$ cat config.mk
export PLATFORM = sky130hd
export DESIGN_NAME = mcc_ctrl_p_flat
export DESIGN_NICKNAME = d
export VERILOG_FILES = /design/src/rtl/mcc_pkg.sv /design/src/rtl/mcc_ctrl_p_if.sv /design/src/rtl/mcc_mem_port.sv /design/src/rtl/mcc_ctrl_p.sv /design/src/flat_wrapper.sv
export SDC_FILE = /design/constraint.sdc
export NUM_CORES = 2
export LEC_CHECK = 0
export BUFFER_PORTS_ARGS = -buffer_cell sky130_fd_sc_hd__buf_2
export CORE_MARGIN = 8
export CORE_UTILIZATION = 50
export DETAILED_ROUTE_END_ITERATION = 16
export PLACE_DENSITY_LB_ADDON = 0.08
export SETUP_SLACK_MARGIN = 0.1
export SLEW_MARGIN = 5
export SYNTH_ARGS = -nofsm -noshare
export SYNTH_HDL_FRONTEND = slang
export SYNTH_SLANG_ARGS = --single-unit
$ cat constraint.sdc
create_clock -name clk -period 19.7 [get_ports clk]
set_input_delay 1.97 -clock clk [delete_from_list [all_inputs] [get_ports clk]]
set_output_delay 1.97 -clock clk [all_outputs]
set_load 0.03 [all_outputs]
$ cat src/rtl/mcc_pkg.sv
// Shared types, default widths and helpers for the MCC crossbar controller.
package mcc_pkg;

  localparam int unsigned N_DEF        = 32;
  localparam int unsigned DW_DEF       = 32;
  localparam int unsigned AW_DEF       = 32;
  localparam int unsigned ITER_MAX_DEF = 5;
  localparam int unsigned TOL_DEF      = 4;

  typedef enum logic [3:0] {
    IDLE, LOAD_W, PROG, SENSE, VERIFY, LOAD_X, DRIVE, EVAL, DONE
  } state_t;

  // Ceiling log2, minimum 1 so index ports never collapse to zero width.
  function automatic int unsigned clog2(input int unsigned v);
    int r;
    r = 1;
    for (int i = 1; i < 32; i++) begin
      if ((longint'(1) << i) < longint'(v)) r = i + 1;
    end
    return int'(r);
  endfunction

endpackage

$ cat src/rtl/mcc_ctrl_p_if.sv
// Main-memory port of the MCC controller: single outstanding request/ready handshake.
interface mcc_ctrl_p_if
  import mcc_pkg::*;
#(
  parameter int unsigned AW = AW_DEF,
  parameter int unsigned DW = DW_DEF
);
  logic          mem_en;
  logic          mem_we;
  logic [AW-1:0] mem_addr;
  logic [DW-1:0] mem_data_out;
  logic          mem_rdy;
  logic [DW-1:0] mem_data_in;

  modport master (output mem_en, mem_we, mem_addr, mem_data_out,
                  input  mem_rdy, mem_data_in);
  modport slave  (input  mem_en, mem_we, mem_addr, mem_data_out,
                  output mem_rdy, mem_data_in);
endinterface

$ cat src/rtl/mcc_mem_port.sv
// Single-outstanding memory access engine; pins held stable until mem_rdy is sampled.
module mcc_mem_port
  import mcc_pkg::*;
#(
  parameter int unsigned AW = AW_DEF,
  parameter int unsigned DW = DW_DEF
) (
  input  logic          clk,
  input  logic          rstn,
  input  logic          i_req,
  input  logic          i_we,
  input  logic [AW-1:0] i_addr,
  input  logic [DW-1:0] i_wdata,
  output logic          o_done,
  output logic [DW-1:0] o_rdata,
  mcc_ctrl_p_if.master  mem
);

  logic          r_en;
  logic          r_we;
  logic [AW-1:0] r_addr;
  logic [DW-1:0] r_wdata;
  logic          r_done;
  logic [DW-1:0] r_rdata;

  // Ready is only honoured while a request is outstanding.
  always_ff @(posedge clk or negedge rstn) begin
    if (!rstn) begin
      r_en    <= 1'b0;
      r_we    <= 1'b0;
      r_addr  <= '0;
      r_wdata <= '0;
      r_done  <= 1'b0;
      r_rdata <= '0;
    end else begin
      r_done <= 1'b0;
      if (r_en) begin
        if (mem.mem_rdy) begin
          r_en    <= 1'b0;
          r_done  <= 1'b1;
          r_rdata <= mem.mem_data_in;
        end
      end else if (i_req) begin
        r_en    <= 1'b1;
        r_we    <= i_we;
        r_addr  <= i_addr;
        r_wdata <= i_wdata;
      end
    end
  end

  assign mem.mem_en       = r_en;
  assign mem.mem_we       = r_we;
  assign mem.mem_addr     = r_addr;
  assign mem.mem_data_out = r_wdata;
  assign o_done           = r_done;
  assign o_rdata          = r_rdata;

endmodule

$ cat src/rtl/mcc_ctrl_p.sv
// MCC controller: load targets, program/verify the crossbar diagonal, then run one MVM pass.
module mcc_ctrl_p
  import mcc_pkg::*;
#(
  parameter  int unsigned N        = N_DEF,
  parameter  int unsigned DW       = DW_DEF,
  parameter  int unsigned AW       = AW_DEF,
  parameter  int unsigned ITER_MAX = ITER_MAX_DEF,
  parameter  int unsigned TOL      = TOL_DEF,
  localparam int unsigned IW       = clog2(N)
) (
  input  logic          clk,
  input  logic          rstn,
  input  logic          ld_en,
  input  logic [AW-1:0] w_base,
  input  logic [AW-1:0] x_base,
  input  logic [AW-1:0] y_base,
  output logic          busy,
  output logic          y_final_rdy,
  output logic [AW-1:0] y_final_memaddr,
  output logic          prog_fail,
  output logic [IW:0]   fail_cnt,
  mcc_ctrl_p_if.master  mem,
  output logic [IW-1:0] dac_idx,
  output logic [DW-1:0] dac_data,
  output logic          dac_prog,
  output logic          dac_drive,
  output logic [IW-1:0] mux_sel,
  output logic          adc_req,
  input  logic          adc_valid,
  input  logic [DW-1:0] adc_data
);

  localparam int unsigned   ITW       = clog2(ITER_MAX + 1);
  localparam logic [ITW-1:0] ITER_LAST = ITW'(ITER_MAX - 1);
  localparam logic [IW-1:0]  K_LAST    = IW'(N - 1);

  state_t          r_state;
  logic [IW-1:0]   r_k;
  logic [ITW-1:0]  r_iter;
  logic [DW-1:0]   r_tgt [N];
  logic [DW-1:0]   r_adc;
  logic [AW-1:0]   r_wb, r_xb, r_yb;
  logic            r_wait;
  logic            r_busy, r_y_rdy, r_prog_fail, r_dac_prog, r_dac_drive, r_adc_req;
  logic [AW-1:0]   r_y_addr;
  logic [IW:0]     r_fail_cnt;
  logic [IW-1:0]   r_dac_idx, r_mux_sel;
  logic [DW-1:0]   r_dac_data;

  logic            w_done;
  logic [DW-1:0]   w_rdata;
  logic            w_mem_req;
  logic            w_mem_we;
  logic [AW-1:0]   w_mem_addr;
  logic [IW-1:0]   w_kn;
  logic [AW-1:0]   w_base_sel;
  logic [DW:0]     w_diff;
  logic            w_pass;

  // Next access issues in the completion cycle of the previous one, so k+1 is addressed.
  always_comb begin
    w_kn       = r_wait ? IW'(r_k + 1'b1) : r_k;
    w_base_sel = r_yb;
    w_mem_we   = 1'b0;
    w_mem_req  = 1'b0;
    case (r_state)
      LOAD_W: begin
        w_base_sel = r_wb;
        w_mem_req  = !r_wait || (w_done && (r_k != K_LAST));
      end
      LOAD_X: begin
        w_base_sel = r_xb;
        w_mem_req  = !r_wait || (w_done && (r_k != K_LAST));
      end
      EVAL: begin
        w_mem_we  = 1'b1;
        w_mem_req = r_adc_req && adc_valid;
      end
      default: ;
    endcase
    w_mem_addr = w_base_sel + AW'(w_kn);
    w_diff = ({1'b0, r_adc} >= {1'b0, r_tgt[r_k]}) ? ({1'b0, r_adc} - {1'b0, r_tgt[r_k]})
                                                  : ({1'b0, r_tgt[r_k]} - {1'b0, r_adc});
    w_pass = (w_diff <= (DW+1)'(TOL));
  end

  mcc_mem_port #(.AW(AW), .DW(DW)) u_mem_port (
    .clk     (clk),
    .rstn    (rstn),
    .i_req   (w_mem_req),
    .i_we    (w_mem_we),
    .i_addr  (w_mem_addr),
    .i_wdata (adc_data),
    .o_done  (w_done),
    .o_rdata (w_rdata),
    .mem     (mem)
  );

  always_ff @(posedge clk or negedge rstn) begin
    if (!rstn) begin
      r_state     <= IDLE;
      r_k         <= '0;
      r_iter      <= '0;
      for (int i = 0; i < int'(N); i++) r_tgt[i] <= '0;
      r_adc       <= '0;
      r_wb        <= '0;
      r_xb        <= '0;
      r_yb        <= '0;
      r_wait      <= 1'b0;
      r_busy      <= 1'b0;
      r_y_rdy     <= 1'b0;
      r_y_addr    <= '0;
      r_prog_fail <= 1'b0;
      r_fail_cnt  <= '0;
      r_dac_prog  <= 1'b0;
      r_dac_drive <= 1'b0;
      r_dac_idx   <= '0;
      r_dac_data  <= '0;
      r_mux_sel   <= '0;
      r_adc_req   <= 1'b0;
    end else begin
      r_dac_prog  <= 1'b0;
      r_dac_drive <= 1'b0;
      r_y_rdy     <= 1'b0;
      if (w_mem_req)   r_wait <= 1'b1;
      else if (w_done) r_wait <= 1'b0;

      case (r_state)
        IDLE: if (ld_en) begin
          r_wb        <= w_base;
          r_xb        <= x_base;
          r_yb        <= y_base;
          r_prog_fail <= 1'b0;
          r_fail_cnt  <= '0;
          r_k         <= '0;
          r_iter      <= '0;
          r_busy      <= 1'b1;
          r_state     <= LOAD_W;
        end
        LOAD_W: if (w_done) begin
          r_tgt[r_k] <= w_rdata;
          if (r_k == K_LAST) begin
            r_k        <= '0;
            r_iter     <= '0;
            r_state    <= PROG;
            r_dac_prog <= 1'b1;
            r_dac_idx  <= '0;
            r_dac_data <= r_tgt[0];
          end else begin
            r_k <= r_k + 1'b1;
          end
        end
        PROG: begin
          r_state   <= SENSE;
          r_adc_req <= 1'b1;
          r_mux_sel <= r_k;
        end
        SENSE: if (adc_valid) begin
          r_adc_req <= 1'b0;
          r_adc     <= adc_data;
          r_state   <= VERIFY;
        end
        VERIFY: begin
          if (w_pass || (r_iter == ITER_LAST)) begin
            if (!w_pass) begin
              r_prog_fail <= 1'b1;
              r_fail_cnt  <= r_fail_cnt + 1'b1;
            end
            r_iter <= '0;
            if (r_k == K_LAST) begin
              r_k     <= '0;
              r_state <= LOAD_X;
            end else begin
              r_k        <= r_k + 1'b1;
              r_state    <= PROG;
              r_dac_prog <= 1'b1;
              r_dac_idx  <= IW'(r_k + 1'b1);
              r_dac_data <= r_tgt[IW'(r_k + 1'b1)];
            end
          end else begin
            r_iter     <= r_iter + 1'b1;
            r_state    <= PROG;
            r_dac_prog <= 1'b1;
            r_dac_idx  <= r_k;
            r_dac_data <= r_tgt[r_k];
          end
        end
        // Input vector overwrites the targets, which are no longer needed.
        LOAD_X: if (w_done) begin
          r_tgt[r_k] <= w_rdata;
          if (r_k == K_LAST) begin
            r_k         <= '0;
            r_state     <= DRIVE;
            r_dac_drive <= 1'b1;
            r_dac_idx   <= '0;
            r_dac_data  <= r_tgt[0];
          end else begin
            r_k <= r_k + 1'b1;
          end
        end
        DRIVE: begin
          if (r_k == K_LAST) begin
            r_k       <= '0;
            r_state   <= EVAL;
            r_adc_req <= 1'b1;
            r_mux_sel <= '0;
          end else begin
            r_k         <= r_k + 1'b1;
            r_dac_drive <= 1'b1;
            r_dac_idx   <= IW'(r_k + 1'b1);
            r_dac_data  <= r_tgt[IW'(r_k + 1'b1)];
          end
        end
        // The captured ADC word goes straight into the write request.
        EVAL: begin
          if (r_adc_req && adc_valid) r_adc_req <= 1'b0;
          if (w_done) begin
            if (r_k == K_LAST) begin
              r_state  <= DONE;
              r_busy   <= 1'b0;
              r_y_rdy  <= 1'b1;
              r_y_addr <= r_yb;
            end else begin
              r_k       <= r_k + 1'b1;
              r_adc_req <= 1'b1;
              r_mux_sel <= IW'(r_k + 1'b1);
            end
          end
        end
        DONE: begin
          r_state  <= IDLE;
          r_y_addr <= '0;
        end
        default: r_state <= IDLE;
      endcase
    end
  end

  assign busy            = r_busy;
  assign y_final_rdy     = r_y_rdy;
  assign y_final_memaddr = r_y_addr;
  assign prog_fail       = r_prog_fail;
  assign fail_cnt        = r_fail_cnt;
  assign dac_idx         = r_dac_idx;
  assign dac_data        = r_dac_data;
  assign dac_prog        = r_dac_prog;
  assign dac_drive       = r_dac_drive;
  assign mux_sel         = r_mux_sel;
  assign adc_req         = r_adc_req;

endmodule

$ cat src/flat_wrapper.sv
// flat-port wrapper written by rule: the top's interface ports become plain ports
module mcc_ctrl_p_flat import mcc_pkg::*;
#(
  parameter  int unsigned N        = N_DEF,
  parameter  int unsigned DW       = DW_DEF,
  parameter  int unsigned AW       = AW_DEF,
  parameter  int unsigned ITER_MAX = ITER_MAX_DEF,
  parameter  int unsigned TOL      = TOL_DEF,
  localparam int unsigned IW       = clog2(N)
)
  (clk, rstn, ld_en, w_base, x_base, y_base, busy, y_final_rdy, y_final_memaddr, prog_fail, fail_cnt, dac_idx, dac_data, dac_prog, dac_drive, mux_sel, adc_req, adc_valid, adc_data, mem_mem_en, mem_mem_we, mem_mem_addr, mem_mem_data_out, mem_mem_rdy, mem_mem_data_in);
  mcc_ctrl_p_if #(.AW(AW), .DW(DW)) mem_i ();
  input  logic clk;
  input  logic rstn;
  input  logic ld_en;
  input  logic [AW-1:0] w_base;
  input  logic [AW-1:0] x_base;
  input  logic [AW-1:0] y_base;
  output logic busy;
  output logic y_final_rdy;
  output logic [AW-1:0] y_final_memaddr;
  output logic prog_fail;
  output logic [IW:0] fail_cnt;
  output logic [IW-1:0] dac_idx;
  output logic [DW-1:0] dac_data;
  output logic dac_prog;
  output logic dac_drive;
  output logic [IW-1:0] mux_sel;
  output logic adc_req;
  input  logic adc_valid;
  input  logic [DW-1:0] adc_data;
  output wire logic [$bits(mem_i.mem_en)-1:0] mem_mem_en;
  output wire logic [$bits(mem_i.mem_we)-1:0] mem_mem_we;
  output wire logic [$bits(mem_i.mem_addr)-1:0] mem_mem_addr;
  output wire logic [$bits(mem_i.mem_data_out)-1:0] mem_mem_data_out;
  input wire logic [$bits(mem_i.mem_rdy)-1:0] mem_mem_rdy;
  input wire logic [$bits(mem_i.mem_data_in)-1:0] mem_mem_data_in;
  assign mem_mem_en = mem_i.mem_en;
  assign mem_mem_we = mem_i.mem_we;
  assign mem_mem_addr = mem_i.mem_addr;
  assign mem_mem_data_out = mem_i.mem_data_out;
  assign mem_i.mem_rdy = mem_mem_rdy;
  assign mem_i.mem_data_in = mem_mem_data_in;
  mcc_ctrl_p #(.N(N), .DW(DW), .AW(AW), .ITER_MAX(ITER_MAX), .TOL(TOL)) u_core (.clk(clk), .rstn(rstn), .ld_en(ld_en), .w_base(w_base), .x_base(x_base), .y_base(y_base), .busy(busy), .y_final_rdy(y_final_rdy), .y_final_memaddr(y_final_memaddr), .prog_fail(prog_fail), .fail_cnt(fail_cnt), .mem(mem_i), .dac_idx(dac_idx), .dac_data(dac_data), .dac_prog(dac_prog), .dac_drive(dac_drive), .mux_sel(mux_sel), .adc_req(adc_req), .adc_valid(adc_valid), .adc_data(adc_data));
endmodule
==> results by group <==
Status
  – Status: finished clean

Layout
  – Synth-to-layout area growth: 11.32%
  – Final net count: 5974
  – Share of layout cells above drive strength 1: 42.23%
  – Filler cell count: 12110
  – Multi-input gate area: 37050 sq um
  – Total area of sequential cells: 33790 sq um

Clock tree
  – Root buffer selected by CTS: clkbuf_16
  – Setup bufs post-CTS: 0
  – Clk_lat worst skew: 0.80 ns
  – CTS tree: built
  – CTS HTree Levels: 4
  – TritonCTS buffer count: 151
  – Hold-fix buffer count after cts: 0
  – Clk sink count: 1350
  – Clock buffer depth: 3
  – CTS clk-pin slew, worst paths: 0.06 ns
  – Cts repair resizes: 0

Timing
  – Setup TNS: 0 ns
  – Worst slew margin: 17.12%
  – Tightest Pin Transition: 1.243 ns
  – Final Hold Viols: 0
  – Pins over their slew limit: 0
  – RSZ-0062 raised after global routing: false
  – Hold WS: 0.4589 ns
  – Final setup fails: 0
  – Final Cycle Share: 46.77%
  – Fmax: 108.5 MHz
  – Clock skew: 0.02776 ns
  – Period minus WS final: 9.213 ns

Logic synthesis
  – Syn_area_per_cell: 12.86 sq um
  – Synth async-reset ratio: 100.0%
  – Synth Flop Type: dfrtp_1
  – Commonest cells in the netlist: dfrtp_1, mux2_2, nand2_1
  – EDFF count, synth: 0
  – Synth top area share: 46.31%
  – Seq/Total Area, Yosys: 46.31%
  – Synth Cell Area: 72940 sq um
  – Cells after Synth: 5671
  – Number of unique standard cell types used by synthesis: 78
  – Synthesis-stage register bit count: 1350
  – Count leader, synth: dfrtp_1
  – Synth warnings: 0
  – Syn Nets: 5914
  – Top cells by area, synth: dfrtp_1, mux2_2, mux4_2, nand2_1, clkbuf_1
  – Cell type with the largest total area after synthesis: dfrtp_1

Critical path
  – Worst path slowest cell: dfrtp_4
  – Worst EP required: 20.42 ns
  – Critical Path Fanout Max: 56
  – Critical-path cell list: buf_4 -> buf_4 -> buf_4 -> mux4_2 -> a22oi_1 -> nand4_1 -> ha_1 -> a21oi_1 -> o21ai_1 -> a221o_1 -> a211oi_4 -> and2_1 -> mux2i_1 -> mux2i_1 -> or4_1 -> or4_4 -> o21ai_4 -> buf_4 -> o21ai_2 -> or3_1 -> nand2_1
  – CP most frequent cell: buf_4
  – Critical Path Source Type: flip-flop
  – Worst path max stage delay: 0.85 ns
  – Crit end category: flip-flop
  – WS Path Type: flip-flop to flip-flop
  – Critical path data arrival time: 9.93 ns

Floorplan
  – Row count: 140
  – # IOs: 317
  – Core Region: 145200 sq um
  – Initial Utilization: 50.23%
  – Width of the die: 397.9 um
  – Die height: 397.9 um
  – Die footprint: 158400 sq um

Global routing
  – Initial antenna violation count: 11
  – First-pass GRT wire length: 354900 um
  – GRT Total Usage: 30.13%
  – Largest net degree at the start of global routing: 166
  – Vias in the first global route: 50860
  – Total global routing overflow: 0

Power and ir drop
  – Static leakage: 0.03728 uW
  – Pwr/cell area: 143.7 nW/um^2
  – Peak VDD IR: 124.5 uV

Job
  – Max cap viols: 0

Route
  – Drt drc: 0
  – Routed WL: 241300 um
  – Remaining antenna violation count after routing: 0
  – WL/cell: 31.03 um
  – Iteration-0 DRC Markers: 5125
  – Vias/cell: 6.606
  – Vias: 51350
  – Drt pass-1 iters: 6

Worst hold path
  – Hold Path Class: flip-flop to flip-flop

Place
  – GPL Wtd Cong: 0.9418
  – Post-DP HPWL: 147400 um
  – IO Port Bufs: 316
[state kept, by name, summed over array words and instances (netlist names), 4 cells and up]
register / cells
u_core.r_wb: 32
u_core.y_final_memaddr: 32
u_core.r_yb: 32
u_core.r_state: 4
u_core.r_adc: 32
u_core.u_mem_port.mem.mem_data_out: 32
u_core.r_tgt: 1024
u_core.fail_cnt: 6
u_core.dac_idx: 5
u_core.r_k: 5
u_core.dac_data: 32
u_core.mux_sel: 5
u_core.u_mem_port.o_rdata: 32
u_core.u_mem_port.mem.mem_addr: 32
u_core.r_xb: 32
[logic make-up after synthesis]
kind of cell	Yosys count	share of synthesized area, %
muxes	1809	35.70
DFF	1350	46.31
and+or+nand+nor	1070	6.520
AOI/OAI and AO/OA	688	6.136
buffers and inverters	613	3.223
adders and majority gates	78	1.348
xor gates and xnor gates	63	0.7565
[power breakdown]
part           leakage (uW)  total (uW)  internal [uW]  switching, uW
Clock               0.00252        2930           1730           1200
Sequential           0.0183        3860           3160            692
Combinational        0.0165        4890           1870           3020
Total                0.0373       11700           6760           4910
[cell type report]
cell class	count	share of cell area, %
sequential	1350	41.62
antenna	6	0.01849
timing repair buffer	424	3.042
inverter	96	0.4438
multi-input combinational	3708	45.63
clock inverter	48	0.7412
tap	1917	2.954
clock buffer	225	5.558
[critical path: cells and delay by family (launching register included)]
kind | cells | cell delay (ns)
fa+ha+maj | 1 | 0.52
mux | 3 | 0.93
flops | 1 | 0.85
simple gates | 6 | 2.31
buf+inv | 4 | 2.43
compound gates | 7 | 1.92
[final timing paths]
kind	start	to	slack, ns	cells past startpoint
worst max register to register	u_core.r_k[0]$_DFFE_PN0P_	u_core.r_k[0]$_DFFE_PN0P_	10.49	21
worst min register to register	u_core.y_final_memaddr[13]$_DFFE_PN0P_	u_core.y_final_memaddr[13]$_DFFE_PN0P_	0.46	2
min in group asynchronous	rstn	u_core.u_mem_port.mem.mem_data_out[1]$_DFFE_PN0P_	1.13	1
worst max-delay path	u_core.r_k[0]$_DFFE_PN0P_	u_core.r_k[0]$_DFFE_PN0P_	10.49	21
max in group asynchronous	rstn	u_core.r_tgt[263]$_DFFE_PN0P_	14.72	5
worst min-delay path	u_core.y_final_memaddr[13]$_DFFE_PN0P_	u_core.y_final_memaddr[13]$_DFFE_PN0P_	0.46	2
[stage by stage]
| step | instances | instance area (sq um) | setup slack (ns) | utilization, % | power (uW) |
|---|---|---|---|---|---|
| 6_report | 7774 | 81200 | 10.49 | 55.91 | 11670 |
| 5_1_grt | 7770 | 81190 | 9.959 | 55.91 | 12260 |
| 4_1_cts | 7768 | 81180 | 10.53 | 55.90 | 11690 |
| 3_5_place_dp | 7495 | 76070 | 10.55 | 52.38 | 8745 |
| 3_3_place_gp | 7495 | 76070 | 10.72 | 52.38 | 8732 |
| 2_1_floorplan | 5671 | 72940 | 13.19 | - | 7181 |
[cell usage in the layout (no fill, tap or decap), drive strengths merged, types with 120 or more instances in the layout]
master and n:
mux2 1221, nand2 580, nand3 120, o21ai 126
buf 424, a22oi 133, clkbuf 225, dfrtp 1350
a21oi 194, mux4 512, nor2 155
[metal layers]
| metal | track usage (%) | routed length, um | vias to the layer above |
|---|---|---|---|
| li1 | - | - | 21320 |
| met1 | 43.51 | 104000 | 27370 |
| met2 | 46.26 | 109800 | 2222 |
| met3 | 5.885 | 19600 | 439 |
| met4 | 9.446 | 7888 | 2 |
| met5 | 0 | 11 | - |
(Power assumes the default switching activity.)
